**src/rtl/ma_lsu.sv**
```systemverilog
// ma_lsu: memory-access-stage load/store unit.
// Takes the access fields from the EX-MA pipeline register and runs one
// request/grant/rvalid bus transaction for each aligned load or store.
// Store data is replicated across byte lanes. Load data is shifted down and
// then sign- or zero-extended. The upstream pipeline is stalled until the
// access completes.
//
// Ports:
//   clk, rst_ni              clock (rising edge), asynchronous active-low reset
//   valid_i, rd_en_i, wr_en_i access qualifiers from EX-MA (store wins if both)
//   addr_i, wdata_i          byte address and store data
//   size_i, ld_unsigned_i    0=byte 1=half 2=word 3=illegal; zero-extend loads
//   dbus_*_o / dbus_*_i      data bus request side and grant/response side
//   stall_o                  hold upstream pipeline registers
//   load_data_o              extended load result (held until next capture)
//   load_valid_o             one-cycle pulse when a load completes
//   misalign_o               one-cycle pulse when an access is rejected
//   bus_err_o                one-cycle pulse when an access timed out
module ma_lsu #(
    parameter int TIMEOUT_CYCLES = 16
) (
    input  logic        clk,
    input  logic        rst_ni,
    input  logic        valid_i,
    input  logic        rd_en_i,
    input  logic        wr_en_i,
    input  logic [31:0] addr_i,
    input  logic [31:0] wdata_i,
    input  logic [1:0]  size_i,
    input  logic        ld_unsigned_i,
    output logic        dbus_req_o,
    output logic        dbus_we_o,
    output logic [31:0] dbus_addr_o,
    output logic [3:0]  dbus_be_o,
    output logic [31:0] dbus_wdata_o,
    input  logic        dbus_gnt_i,
    input  logic        dbus_rvalid_i,
    input  logic [31:0] dbus_rdata_i,
    output logic        stall_o,
    output logic [31:0] load_data_o,
    output logic        load_valid_o,
    output logic        misalign_o,
    output logic        bus_err_o
);

    localparam logic [1:0] ST_IDLE  = 2'd0;
    localparam logic [1:0] ST_REQ   = 2'd1;
    localparam logic [1:0] ST_RDATA = 2'd2;
    localparam logic [1:0] ST_DONE  = 2'd3;

    localparam int CNT_W = (TIMEOUT_CYCLES > 2) ? $clog2(TIMEOUT_CYCLES) : 1;
    localparam logic [CNT_W-1:0] CNT_LAST = CNT_W'(TIMEOUT_CYCLES - 1);

    logic [1:0]       state_q, state_d;
    logic [CNT_W-1:0] cnt_q, cnt_d;
    logic             we_q, we_d;
    logic [29:0]      waddr_q, waddr_d;
    logic [1:0]       off_q, off_d;
    logic [3:0]       be_q, be_d;
    logic [31:0]      wdata_q, wdata_d;
    logic [1:0]       size_q, size_d;
    logic             uns_q, uns_d;
    logic [31:0]      ld_data_q, ld_data_d;
    logic             err_q, err_d;

    logic             access;
    logic             misaligned;
    logic             timeout;
    logic [3:0]       be_new;
    logic [31:0]      wdata_new;

    function automatic logic [31:0] extend_load(input logic [31:0] rdata,
                                                input logic [1:0]  off,
                                                input logic [1:0]  size,
                                                input logic        uns);
        logic [31:0] s;
        s = rdata >> {off, 3'b000};
        case (size)
            2'd0:    extend_load = {{24{~uns & s[7]}}, s[7:0]};
            2'd1:    extend_load = {{16{~uns & s[15]}}, s[15:0]};
            default: extend_load = rdata;
        endcase
    endfunction

    always_comb begin
        access     = valid_i && (rd_en_i || wr_en_i);
        misaligned = (size_i == 2'd3) ||
                     (size_i == 2'd1 && addr_i[0]) ||
                     (size_i == 2'd2 && addr_i[1:0] != 2'b00);
        timeout    = (cnt_q == CNT_LAST);
        case (size_i)
            2'd0:    be_new = 4'b0001 << addr_i[1:0];
            2'd1:    be_new = 4'b0011 << {addr_i[1], 1'b0};
            default: be_new = 4'b1111;
        endcase
        case (size_i)
            2'd0:    wdata_new = {4{wdata_i[7:0]}};
            2'd1:    wdata_new = {2{wdata_i[15:0]}};
            default: wdata_new = wdata_i;
        endcase
    end

    always_comb begin
        state_d   = state_q;
        cnt_d     = cnt_q;
        we_d      = we_q;
        waddr_d   = waddr_q;
        off_d     = off_q;
        be_d      = be_q;
        wdata_d   = wdata_q;
        size_d    = size_q;
        uns_d     = uns_q;
        ld_data_d = ld_data_q;
        err_d     = err_q;
        case (state_q)
            ST_IDLE: begin
                if (access && !misaligned) begin
                    state_d = ST_REQ;
                    cnt_d   = '0;
                    err_d   = 1'b0;
                    we_d    = wr_en_i;
                    waddr_d = addr_i[31:2];
                    off_d   = addr_i[1:0];
                    be_d    = be_new;
                    wdata_d = wdata_new;
                    size_d  = size_i;
                    uns_d   = ld_unsigned_i;
                end
            end
            ST_REQ: begin
                if (dbus_gnt_i) begin
                    state_d = we_q ? ST_DONE : ST_RDATA;
                    cnt_d   = '0;
                end else if (timeout) begin
                    state_d = ST_DONE;
                    err_d   = 1'b1;
                end else begin
                    cnt_d = cnt_q + 1'b1;
                end
            end
            ST_RDATA: begin
                if (dbus_rvalid_i) begin
                    state_d   = ST_DONE;
                    ld_data_d = extend_load(dbus_rdata_i, off_q, size_q, uns_q);
                end else if (timeout) begin
                    state_d   = ST_DONE;
                    err_d     = 1'b1;
                    ld_data_d = '0;
                end else begin
                    cnt_d = cnt_q + 1'b1;
                end
            end
            default: begin
                // The inputs still describe the finished instruction here,
                // so never accept from DONE.
                state_d = ST_IDLE;
            end
        endcase
    end

    always_ff @(posedge clk or negedge rst_ni) begin
        if (!rst_ni) begin
            state_q   <= ST_IDLE;
            cnt_q     <= '0;
            we_q      <= 1'b0;
            waddr_q   <= '0;
            off_q     <= '0;
            be_q      <= '0;
            wdata_q   <= '0;
            size_q    <= '0;
            uns_q     <= 1'b0;
            ld_data_q <= '0;
            err_q     <= 1'b0;
        end else begin
            state_q   <= state_d;
            cnt_q     <= cnt_d;
            we_q      <= we_d;
            waddr_q   <= waddr_d;
            off_q     <= off_d;
            be_q      <= be_d;
            wdata_q   <= wdata_d;
            size_q    <= size_d;
            uns_q     <= uns_d;
            ld_data_q <= ld_data_d;
            err_q     <= err_d;
        end
    end

    // stall_o and misalign_o depend combinationally on the inputs, so they
    // are gated with rst_ni to keep every output low while reset is held.
    always_comb begin
        dbus_req_o   = (state_q == ST_REQ);
        dbus_we_o    = we_q;
        dbus_addr_o  = {waddr_q, 2'b00};
        dbus_be_o    = be_q;
        dbus_wdata_o = wdata_q;
        load_data_o  = ld_data_q;
        load_valid_o = (state_q == ST_DONE) && !we_q && !err_q;
        bus_err_o    = (state_q == ST_DONE) && err_q;
        misalign_o   = rst_ni && (state_q == ST_IDLE) && access && misaligned;
        stall_o      = rst_ni && (((state_q == ST_IDLE) && access && !misaligned) ||
                                  (state_q == ST_REQ) || (state_q == ST_RDATA));
    end

endmodule

```
**config.mk**
```make
export PLATFORM = sky130hd
export DESIGN_NAME = ma_lsu
export DESIGN_NICKNAME = d
export VERILOG_FILES = /design/src/rtl/ma_lsu.sv
export SDC_FILE = /design/constraint.sdc
export NUM_CORES = 1
export LEC_CHECK = 0
export BUFFER_PORTS_ARGS = -buffer_cell sky130_fd_sc_hd__buf_2
export CAP_MARGIN = 5
export CORE_MARGIN = 2
export CORE_UTILIZATION = 49
export DETAILED_ROUTE_END_ITERATION = 8
export PLACE_DENSITY = 0.81
export SYNTH_ARGS = -nofsm -noshare
export SYNTH_HDL_FRONTEND = slang
export SYNTH_SLANG_ARGS = --single-unit
```
**constraint.sdc**
```tcl
create_clock -name clk -period 2.37 [get_ports clk]
set_clock_uncertainty 0.05 [all_clocks]
set_input_delay 0.3555 -clock clk [delete_from_list [all_inputs] [get_ports clk]]
set_output_delay 0.3555 -clock clk [all_outputs]
set_load 0.01 [all_outputs]
```
==> results.txt <==
The flow ran to the end, and the final reports show no timing, DRC or antenna violations. The last weighted congestion value of the routability-driven placer came out at slightly above 0.9. The count of state elements after synthesis is 111.

The residual DRC count is 0. Entering global routing, the biggest net connects 70 pins. The sequential element share of the synthesized area came out at 53.0%. The top cell type by total area after synthesis is dfrtp_1. The design draws 8.04 mW. The count of final setup violators is 0. The endpoint type of the worst setup path is an output pin. Leaving out fill and tap cells, the most frequent cells in the layout are buf_2, dfrtp_1, nand2_1. The sum of negative setup slack is 0 ns.

Buffers placed on the I/O ports in this run total 209. The smallest hold slack is 0.0294 ns. The leakage dissipation came out at 3.39 nW. The proportion of netlist area held by the largest area contributor is a little over half. The startpoint identified for the worst register-to-register timing path is off_q[1]. The clock period minus worst slack came out at 2.17 ns.

The initial antenna violation count is 0. The transition at the pin with the smallest max-transition slack came out at 0.855 ns. The cell area that synthesis handed to floorplanning was 5240 µm². TritonCTS built the clock tree. The clock latency on the worst-skew pair is roughly 0.36 ns. The die extent in y is 107 µm. The part of the cycle the worst path needs is approximately nine tenths. The mean number of vias per cell came out at 5.50. The remaining global-route overflow came out at 0. The detail-routed net length per standard cell is roughly 17 µm.

The core footprint is ~10000 µm². The first-pass iteration count of the detailed router is 5. The die is 107 µm wide. STA classifies the critical path startpoint as a flip-flop.

The number of nets at the end of the flow is 786. In this run the clock root is driven by a clkbuf_8. The via count of the first global-routing pass is roughly 4.5k. The diode insertion count for antenna repair is 0. Fill cells in the final layout number 841.

The highest clock rate came out at 461 MHz. The signed area change from the synthesized netlist to the final layout came out at 26.7%. Summing over every cut layer, the via total after detailed routing is 4474.

The required time at the endpoint of the critical path came out at 1.96 ns. Yosys printed 0 warnings. The floorplan has 37 rows. The netlist uses 56 different library cells. The wire length after detailed routing is 14000 µm.

The total of max-cap violations came out at 0. The remaining number of nets flagged by the antenna check after routing came out at 0. The power per standard cell area is 1210 nW/µm². The post-synthesis instance total came out at 470. The most common cell after layout, fill and taps aside is buf_2. In this run the worst path has a maximum fanout of 6. The max-slew violation count is 0. The clock-pin slew on the worst setup and hold paths came out at 0.11 ns. Setup repair after global routing left no endpoint under its margin. Measured against its own limit, the worst slew margin works out to 43.0%. The share of flip-flops with an asynchronous set or reset after synthesis is 100%.

The global router's overall resource usage is 24.3%. The detailed placement HPWL came out at 10500 µm. The buffer count from post-CTS setup fixing is 0. The number of flops mapped to enable cells by yosys came out at 0. The maximum buffer depth of the clock tree came out at 2. The global-route wire length before repair is roughly 22000 µm. For this run, the leading register cell type out of synthesis is dfrtp_1. The number of hold violations in the final report came out at 0. The most critical setup path has its startpoint at state_q[1].

Yosys attributes the largest share of cell area to dfrtp_1, mux2_2, mux2i_1, o21ai_0, nand2_1. The number of placed I/O pins came out at 212. The layout cell share with drive strength beyond 1 came out at 42.8%. The arrival time at the worst endpoint came out at ~1.8 ns.

The total die area came out at ~12000 µm². The critical path class is flip-flop to output pin. The synthesized area per cell came out at 11.1 µm². The initial detailed-routing violation count is 233. Buffers inserted during clock tree synthesis total 9. The peak supply drop is 0.774 mV. The count of hold-fix buffers inserted at cts came out at 0. The number of clock sinks came out at approximately 110.

The worst hold path belongs to the class primary input to asynchronous set/reset pin. The starting utilization of the core area came out at 50.5%. The number of gates resized after CTS was 0.

The number of H-tree branching levels is 3.
per-stage QoR:
stage          setup WS (ns)  cell area [µm²]  utilization, %  cells
3_3_place_gp           0.448             6430            62.0    798
5_1_grt               0.0543             6640            64.0    814
6_report               0.201             6640            64.0    814
3_5_place_dp           0.328             6430            62.0    798
2_1_floorplan          0.391             5240               -    471
4_1_cts                0.129             6640            64.0    814
kinds of logic (layout without fill, tap and decap cells):
family                   count (synthesis)  after routing  share of synthesized area (%)
AND/OR/NAND/NOR                         97             97                           8.31
AO/OA/AOI/OAI                          131            131                           17.0
flip-flops                             111            111                           53.0
multiplexers                            77             77                           16.0
other                                    1              2                         0.0716
buffers and inverters                   46            253                           3.97
adder cells (fa/ha/maj)                  7              7                           1.67
worst max-delay path, cell delays in order, from the launching register on:
cell and delay [ns]:
dfrtp_1 0.46, inv_1 0.13, ha_1 0.18, o211a_1 0.20
nand2_1 0.07, nor3_1 0.19, buf_2 0.18
area by class of cell:
type / instances / area (µm²) / area share (%)
clock buffers: 9 / 124 / 1.87
clock inverters: 7 / 80.1 / 1.21
inverters: 15 / 56.3 / 0.848
well taps: 136 / 170 / 2.56
multi-input cells: 314 / 2270 / 34.2
flip-flops and latches: 111 / 2780 / 41.8
repair buffers: 222 / 1160 / 17.5
Yosys cell counts, types with 2 or more instances:
master    number
clkbuf_1      15
o22ai_1        2
buf_2          9
dfrtp_1      111
nand3_1        3
inv_1         14
a211oi_1      10
and2_1         2
nand2b_1       8
and3_1         2
mux2_2        42
a22oi_1        7
o21ai_1        9
nand2_1       50
nor2_1        23
mux2i_1       33
ha_1           7
buf_4          4
nor2b_1        2
o22a_1         3
a21oi_1       19
a221o_1       17
o21ai_0       45
final timing paths:
path / to / slack [ns] / cells past startpoint
max: misalign_o / 0.20 / 6
min: dbus_wdata_o[3] / 0.03 / 2
max reg2reg: load_data_o[29] / 0.28 / 6
min reg2reg: dbus_wdata_o[22] / 0.43 / 2
max in group asynchronous: dbus_be_o[2] / 1.54 / 2
min in group clk: waddr_q[4] / 0.16 / 2
state kept, by name (all words and copies together) (netlist names):
signal        flops
dbus_be_o         4
state_q           2
size_q            2
cnt_q             4
off_q             2
err_q             1
load_data_o      32
dbus_we_o         1
uns_q             1
waddr_q          30
dbus_wdata_o     32
report_power, final:
part           total [mW]  switching, mW  internal, mW
sequential           3.34          0.558          2.78
combinational        3.52           1.90          1.62
clock                1.18          0.681         0.503
total                8.04           3.13          4.90
routing by layer:
metal / share of wire, % / track usage [%] / vias up
li1: - / - / 2086
met1: 38 / 28.2 / 2133
met2: 50 / 42.0 / 227
met3: 9.7 / 7.02 / 28
met4: 2.1 / 10.3 / 0
met5: 0 / 0 / -
Power figures use the tool's default switching activity.
